[src/rtl/sar_search_if.sv]
// sar_search_if
// Bundles the search-controller handshake and the comparator-facing signals.
//   start          : request a new search (accepted only while idle)
//   trial          : registered operand driven to the comparator
//   cmp_gt/eq/lt   : comparator flags for trial vs target
//   busy/done      : search in progress / one-cycle completion pulse
//   result/found/err : committed outcome, held until the next accepted start
// Modports: slave = the controller, master = whoever drives start and the flags.
interface sar_search_if #(
   parameter int WIDTH = 8
);
   logic             start;
   logic [WIDTH-1:0] trial;
   logic             cmp_gt;
   logic             cmp_eq;
   logic             cmp_lt;
   logic             busy;
   logic             done;
   logic [WIDTH-1:0] result;
   logic             found;
   logic             err;

   modport slave (
      input  start,
      input  cmp_gt,
      input  cmp_eq,
      input  cmp_lt,
      output trial,
      output busy,
      output done,
      output result,
      output found,
      output err
   );

   modport master (
      output start,
      output cmp_gt,
      output cmp_eq,
      output cmp_lt,
      input  trial,
      input  busy,
      input  done,
      input  result,
      input  found,
      input  err
   );
endinterface

[src/rtl/sar_search_ctrl.sv]
// sar_search_ctrl
// Successive-approximation search controller. Drives a trial operand into an
// external combinational comparator and resolves one bit per clock, MSB
// first, from the GT/EQ/LT flags. It reports either an exact match or the
// largest value not exceeding the target.
// Ports:
//   clk  : rising-edge clock
//   rst  : asynchronous active-high reset
//   bus  : sar_search_if.slave (start, trial, cmp_*, busy, done, result,
//          found, err)
//
// state     | meaning
// ----------+-------------------------------------------------------------
// ST_IDLE   | waiting for start; trial/result/found/err hold last values
// ST_SEARCH | sampling flags for the current trial, one bit per edge
// ST_DONE   | one-cycle done pulse, then back to idle unconditionally
module sar_search_ctrl #(
   parameter int WIDTH = 8
) (
   input  logic        clk,
   input  logic        rst,
   sar_search_if.slave bus
);

   localparam int IDXW = (WIDTH > 2) ? $clog2(WIDTH) : 1;

   localparam logic [1:0] ST_IDLE   = 2'd0;
   localparam logic [1:0] ST_SEARCH = 2'd1;
   localparam logic [1:0] ST_DONE   = 2'd2;

   localparam logic [IDXW-1:0]  IDX_MSB   = IDXW'(WIDTH - 1);
   localparam logic [IDXW-1:0]  IDX_ONE   = IDXW'(1);
   localparam logic [WIDTH-1:0] BIT_ONE   = WIDTH'(1);
   localparam logic [WIDTH-1:0] TRIAL_MSB = BIT_ONE << (WIDTH - 1);

   localparam logic [2:0] FLAGS_GT = 3'b100;
   localparam logic [2:0] FLAGS_EQ = 3'b010;
   localparam logic [2:0] FLAGS_LT = 3'b001;

   logic [1:0]       state_q,  state_d;
   logic [IDXW-1:0]  idx_q,    idx_d;
   logic [WIDTH-1:0] acc_q,    acc_d;
   logic [WIDTH-1:0] trial_q,  trial_d;
   logic [WIDTH-1:0] result_q, result_d;
   logic             found_q,  found_d;
   logic             err_q,    err_d;

   logic [2:0]       flags;
   logic [WIDTH-1:0] acc_new;
   logic [IDXW-1:0]  idx_dn;

   assign flags  = {bus.cmp_gt, bus.cmp_eq, bus.cmp_lt};
   assign idx_dn = idx_q - IDX_ONE;

   always_comb begin
      state_d  = state_q;
      idx_d    = idx_q;
      acc_d    = acc_q;
      trial_d  = trial_q;
      result_d = result_q;
      found_d  = found_q;
      err_d    = err_q;
      acc_new  = acc_q;

      case (state_q)
         ST_IDLE: begin
            if (bus.start) begin
               state_d  = ST_SEARCH;
               acc_d    = '0;
               idx_d    = IDX_MSB;
               trial_d  = TRIAL_MSB;
               result_d = '0;
               found_d  = 1'b0;
               err_d    = 1'b0;
            end
         end

         ST_SEARCH: begin
            case (flags)
               FLAGS_EQ: begin
                  result_d = trial_q;
                  found_d  = 1'b1;
                  state_d  = ST_DONE;
               end

               FLAGS_LT, FLAGS_GT: begin
                  // LT means trial <= target so the tentative bit stays set.
                  acc_new = (flags == FLAGS_LT) ? trial_q : acc_q;
                  acc_d   = acc_new;
                  if (idx_q == '0) begin
                     result_d = acc_new;
                     found_d  = 1'b0;
                     state_d  = ST_DONE;
                  end else begin
                     idx_d   = idx_dn;
                     trial_d = acc_new | (BIT_ONE << idx_dn);
                  end
               end

               default: begin
                  // Corrupt flags: report the bits committed so far.
                  err_d    = 1'b1;
                  found_d  = 1'b0;
                  result_d = acc_q;
                  state_d  = ST_DONE;
               end
            endcase
         end

         ST_DONE: begin
            state_d = ST_IDLE;
         end

         default: begin
            state_d = ST_IDLE;
         end
      endcase
   end

   always_ff @(posedge clk or posedge rst) begin
      if (rst) begin
         state_q  <= ST_IDLE;
         idx_q    <= IDX_MSB;
         acc_q    <= '0;
         trial_q  <= '0;
         result_q <= '0;
         found_q  <= 1'b0;
         err_q    <= 1'b0;
      end else begin
         state_q  <= state_d;
         idx_q    <= idx_d;
         acc_q    <= acc_d;
         trial_q  <= trial_d;
         result_q <= result_d;
         found_q  <= found_d;
         err_q    <= err_d;
      end
   end

   assign bus.trial  = trial_q;
   assign bus.busy   = (state_q == ST_SEARCH);
   assign bus.done   = (state_q == ST_DONE);
   assign bus.result = result_q;
   assign bus.found  = found_q;
   assign bus.err    = err_q;

endmodule

[src/flat_wrapper.sv]
// flat-port wrapper written by rule: the top's interface ports become plain ports
module sar_search_ctrl_flat 
#(
   parameter int WIDTH = 8
)
  (clk, rst, bus_start, bus_cmp_gt, bus_cmp_eq, bus_cmp_lt, bus_trial, bus_busy, bus_done, bus_result, bus_found, bus_err);
  sar_search_if #(.WIDTH(WIDTH)) bus_i ();
  input  logic clk;
  input  logic rst;
  input wire logic [$bits(bus_i.start)-1:0] bus_start;
  input wire logic [$bits(bus_i.cmp_gt)-1:0] bus_cmp_gt;
  input wire logic [$bits(bus_i.cmp_eq)-1:0] bus_cmp_eq;
  input wire logic [$bits(bus_i.cmp_lt)-1:0] bus_cmp_lt;
  output wire logic [$bits(bus_i.trial)-1:0] bus_trial;
  output wire logic [$bits(bus_i.busy)-1:0] bus_busy;
  output wire logic [$bits(bus_i.done)-1:0] bus_done;
  output wire logic [$bits(bus_i.result)-1:0] bus_result;
  output wire logic [$bits(bus_i.found)-1:0] bus_found;
  output wire logic [$bits(bus_i.err)-1:0] bus_err;
  assign bus_i.start = bus_start;
  assign bus_i.cmp_gt = bus_cmp_gt;
  assign bus_i.cmp_eq = bus_cmp_eq;
  assign bus_i.cmp_lt = bus_cmp_lt;
  assign bus_trial = bus_i.trial;
  assign bus_busy = bus_i.busy;
  assign bus_done = bus_i.done;
  assign bus_result = bus_i.result;
  assign bus_found = bus_i.found;
  assign bus_err = bus_i.err;
  sar_search_ctrl #(.WIDTH(WIDTH)) u_core (.clk(clk), .rst(rst), .bus(bus_i));
endmodule
[config.mk]
export PLATFORM = sky130hd
export DESIGN_NAME = sar_search_ctrl_flat
export DESIGN_NICKNAME = d
export VERILOG_FILES = /design/src/rtl/sar_search_if.sv /design/src/rtl/sar_search_ctrl.sv /design/src/flat_wrapper.sv
export SDC_FILE = /design/constraint.sdc
export NUM_CORES = 1
export LEC_CHECK = 0
export ABC_AREA = 1
export CORE_UTILIZATION = 54
export DETAILED_ROUTE_END_ITERATION = 10
export GPL_TIMING_DRIVEN = 0
export PLACE_DENSITY = 0.91
export SYNTH_ARGS = -nofsm -noshare
export SYNTH_HDL_FRONTEND = slang
export SYNTH_SLANG_ARGS = --single-unit
[constraint.sdc]
create_clock -name clk -period 2 [get_ports clk]
set_clock_uncertainty 0.05 [all_clocks]
set_input_delay 0.4 -clock clk [delete_from_list [all_inputs] [get_ports clk]]
set_output_delay 0.4 -clock clk [all_outputs]
set_load 0.02 [all_outputs]
-- Yosys cells after proc, flatten, opt, wreduce, memory -nomap -nowiden
Cells that the tools add are included.
- register bits after elaboration: 31
- bits of input ports: 6
- output and inout bits: 20
- logic and storage cells: 55
- $add $sub $neg: 1
- equal/unequal tests: 10
- shift operators: 1
- muxes and demuxes: 25
- bitwise logic cells: 1
- reduce and logical (&&, ||, !) cells: 10
- operator list (operator ; count):
    case mux 8 bit (2 select lines) ; 4
    2-to-1 mux 8 bit ; 7
    2-to-1 mux 3 bit ; 3
    AND reduction 3 bit ; 3
    bitwise OR 8 bit ; 1
    << shifter 1 x 3 -> 8 bit (first input constant) ; 1
    2-to-1 mux 2 bit ; 3
    inequality test 2 bit (second input constant) ; 3
    case mux 1 bit (2 select lines) ; 3
    case mux 3 bit (2 select lines) ; 1
    case mux 2 bit (2 select lines) ; 1
    AND reduction 4 bit ; 1
    equality test 3 x 1 -> 1 bit (second input constant) ; 1
    equality test 3 x 2 -> 1 bit (second input constant) ; 1
    equality test 3 bit (second input constant) ; 1
    zero test 3 bit ; 1
    2-to-1 mux 1 bit ; 3
    inequality test 3 x 2 -> 1 bit (second input constant) ; 1
    OR reduction 3 bit ; 1
    subtractor 3 x 1 -> 3 bit (second input constant) ; 1
    equality test 2 x 1 -> 1 bit (second input constant) ; 1
    equality test 2 bit (second input constant) ; 1
    zero test 2 bit ; 1
    inequality test 2 x 1 -> 1 bit (second input constant) ; 1
    other kinds (3) ; 3

-- Depth between registers and ports, before layout
- depth after elaboration: 6
- depth in mapped cells: 10
- depth with buffers taken out: 10

-- Worst setup path after synthesis
No wires, ideal clock.
- kind: reg2reg
- start point: reg u_core.idx_q[0]
- end point: reg u_core.trial_q[0], in the netlist u_core.bus.trial[0]
- library setup time: 65 ps
- data arrival time: 1483 ps
- data required time: 1885 ps
- slack: 402 ps
- stages on the path, launching flop included: 8
- buffers on the path: 0
- period minus slack after synthesis: 1598 ps
- path through: dfstp_2 > inv_1 > ha_1 > xnor2_1 > nand2_1 > o21ai_0 > nand2_1 > nand2_1
- longest elaborated chain between the ends: 6
- elaborated cells between the ends (all ways): 9
- classes of those cells: add/sub (1); eq/ne (1); shift (1); mux (3); bitwise (1); reduce/logical (2)
- ends and longest elaborated chain (what ; line ; text):
    from (decl) ; sar_search_ctrl.sv:41 ; logic [IDXW-1:0] idx_q, idx_d;
    from (signal assigned) ; sar_search_ctrl.sv:131 ; idx_q <= idx_d;
    subtractor 3 x 1 -> 3 bit ; sar_search_ctrl.sv:53 ; assign idx_dn = idx_q - IDX_ONE;
    << shifter 1 x 3 -> 8 bit ; sar_search_ctrl.sv:96 ; trial_d = acc_new | (BIT_ONE << idx_dn);
    bitwise OR 8 bit ; sar_search_ctrl.sv:96 ;
    2-to-1 mux 8 bit ; sar_search_ctrl.sv:90 ; if (idx_q == '0) begin
    2-to-1 mux 8 bit ; sar_search_ctrl.sv:79 ; case (flags)
    case mux 8 bit (2 select lines) ; sar_search_ctrl.sv:65 ; case (state_q)
    to (signal assigned) ; sar_search_ctrl.sv:133 ; trial_q <= trial_d;
    to (decl) ; sar_search_ctrl.sv:43 ; logic [WIDTH-1:0] trial_q, trial_d;
Parallel ways exist; a longest one is shown, timed or not. The select of a mux whose other input is x is not followed.
A chain may end at the register's enable or synchronous reset.

-- Final worst setup path
- start point: reg u_core.state_q[0]
- end point: out bus_busy
- longest elaborated chain between the ends: 1
- ends and longest elaborated chain (what ; line ; text):
    from (decl) ; sar_search_ctrl.sv:40 ; logic [1:0] state_q, state_d;
    from (signal assigned) ; sar_search_ctrl.sv:130 ; state_q <= state_d;
    equality test 2 x 1 -> 1 bit ; sar_search_ctrl.sv:141 ; assign bus.busy = (state_q == ST_SEARCH);
    to (decl) ; flat_wrapper.sv:15 ; output wire logic [$bits(bus_i.busy)-1:0] bus_busy;
No other way between the ends.

==> flow_summary.yaml <==
grt:
  overflow: 0
  antenna_found_initial: 0
  grtUsageTotal_pct: 26.18
  grt_pass1_wl_microns: 6934
  grt_start_max_net_pins: 32
  grt_pass1_vias: 1552
critical_path:
  startpoint: "u_core.state_q[0]"
  worstPathArrival_ns: 1.47
  rr_startpoint: "u_core.idx_q[0]"
  worstSetupEndpointType: "output pin"
  crit_fanout: 10
  crit_type: "flip-flop to output pin"
  start_kind: "flip-flop"
  worstPathRequired_ns: 1.55
timing:
  finalSetupViolCount: 0
  tightestPinTransition_ns: 1.166
  finalCritPeriodShare_pct: 95.76
  slew_headroom_pct: 22.16
  fmax_mhz: 522.1
  rsz0062_at_grt: "false"
  fin_crit_ns: 1.915
  whs_ns: 0.4306
  report.final.slew_viol_count: 0
  hold_violations: 0
yosys:
  synth-seq-area-share_pct: 42.09
  synth-seq-cells: 31
  yosys_warnings: 0
  async_flop_share_pct: 100.0
  syn_avg_cell_area_sq_um: 7.407
  yosys_most_used_dff: "dfrtp_1"
  synth.distinct_cells: 25
  syn-num-nets: 261
  synth_edf_count: 0
  syn_area_sq_um: 1852
  netlist_instances: 250
job:
  maxCapViolCount: 0
detailed_routing:
  num_vias: 1643
  drc: 0
  drt-pass1-iter-count: 4
  drt_iter0_drc: 100
  vias_per_cell: 5.024
  wire_per_inst_microns: 12.51
  drtAntennaViolNets: 0
  wl_microns: 4092
layout:
  layout_commonest_cell: "nand2_1"
  final_cell_mix: "76 x nand2_1, 43 x nor2_1, 30 x inv_1"
  nNetsFinal: 293
  seqCellArea_sq_um: 780.7
  drive_gt1_share_pct: 14.13
  diodes: 0
  multi_input_area_sq_um: 908.4
  fin_cells: 327
  num-fill-cells: 276
  syn2layout_area_growth_pct: 20.61
clock_tree:
  h-tree-depth: 2
  clk_pin_slew_ns: 0.10
  clk-insertion-delay-late_ns: 0.33
  cts_sinks: 31
  postCtsSetupRepairBufs: 0
  cts_buffer_depth: 2
  cts_hold_buf: 0
  cts-root-buf: "clkbuf_4"
  cts_tree: "done"
  numCtsBuffers: 5
floorplan:
  ioPinCount: 26
  core-area_sq_um: 3153
  start_util_pct: 58.73
  die_h_microns: 60.56
  rows: 20
  die_width_microns: 60.56
  die-area_sq_um: 3668
power:
  power_mw: 2.631
  ir_drop_uv: 710.6
  p_leak_nw: 1.153
  power_density_nw_per_um2: 1178
place:
  port_buffers: 25
  routabilityCongestion: 0.8641
  dp.cells: 319
  dp_hpwl_microns: 2913
worst_hold_path:
  hold_path.startpoint: "u_core.bus.result[5]"
  worstHoldPathType: "flip-flop to flip-flop"
status:
  status: "finished, final reports clean"
-- where the power goes --
group          internal, mW  switching (mW)
combinational         0.504           0.757
clock                 0.170           0.214
sequential            0.842           0.143
-- cells in the mapped netlist, types with 2 or more instances --
cell | instances | area, sq um
nand2_2 | 4 | 25.02
nor2_2 | 2 | 12.51
ha_1 | 5 | 62.56
buf_4 | 2 | 15.01
o21ai_2 | 5 | 43.79
nand3_2 | 2 | 20.02
nand2_4 | 3 | 33.78
nand2_1 | 76 | 285.3
o21ai_0 | 11 | 55.05
o21ai_1 | 3 | 15.01
a21oi_1 | 5 | 25.02
inv_1 | 30 | 112.6
inv_2 | 2 | 7.510
dfrtp_1 | 28 | 700.7
nand3_1 | 18 | 90.09
dfstp_2 | 3 | 78.83
nor2_1 | 43 | 161.4
-- timing repair --
item / 4_1_cts / 5_1_grt
setup endpoints to repair: 2 / 4
resized for setup: 4 / 3
cloned: 0 / 0
hold endpoints to repair: 0 / 0
-- final timing paths --
path | endpoint | depth (start not counted) | slack [ns]
min in group asynchronous | u_core.bus.result[4] | 2 | 0.62
worst min register to register | u_core.bus.result[5] | 2 | 0.43
worst max-delay path | bus_busy | 4 | 0.08
worst max register to register | u_core.bus.result[7] | 8 | 0.27
worst min-delay path | u_core.bus.result[5] | 2 | 0.43
max in group asynchronous | u_core.state_q[1] | 2 | 0.50
-- cell type report --
type	instances	share of cell area [%]
Timing Repair Buffer	25	11.37
Multi-Input combinational cell	182	40.67
Tap cell	44	2.465
Buffer	5	2.465
Clock inverter	1	0.2241
Sequential cell	31	34.96
Clock buffer	7	2.465
Inverter	32	5.378
-- kinds of logic (layout without fill, tap and decap cells) --
kind of cell             after synthesis  after routing  share of synthesized area (%)
flip-flops                            31             31                          42.09
XOR/XNOR                               1              1                         0.4731
buffers and inverters                 37             70                          9.257
AO/OA/AOI/OAI                         26             26                          8.851
AND/OR/NAND/NOR                      150            150                          35.95
adder cells (fa/ha/maj)                5              5                          3.378
-- registers in the layout (all words and copies together), names as in the netlist --
register,flops
u_core.state_q,2
u_core.acc_q,8
u_core.bus.result,8
u_core.bus.trial,8
u_core.bus.found,1
u_core.bus.err,1
u_core.idx_q,3
-- per-stage QoR --
step	setup TNS [ns]	setup WS, ns	utilization (%)	instance area [sq um]
2_1_floorplan	0	0.4017	-	1852
3_3_place_gp	-0.01103	-0.01103	68.41	2157
3_5_place_dp	-0.2144	-0.05903	68.41	2157
4_1_cts	0	0.01071	70.40	2220
5_1_grt	0	0.02451	70.83	2233
6_report	0	0.08480	70.83	2233
-- critical path, stage by stage, from the launching register on --
cell and delay (ns):
dfrtp_1 0.38, inv_1 0.11, nor2_8 0.19, buf_6 0.18
clkdlybuf4s15_2 0.27
-- layer usage --
layer	up-vias	GRT usage (%)	wire [microns]
li1	835	-	-
met1	747	35.32	1831
met2	55	42.23	1956
met3	6	5.757	267
met4	0	8.117	37
met5	-	0	0
Power figures use the tool's default switching activity.
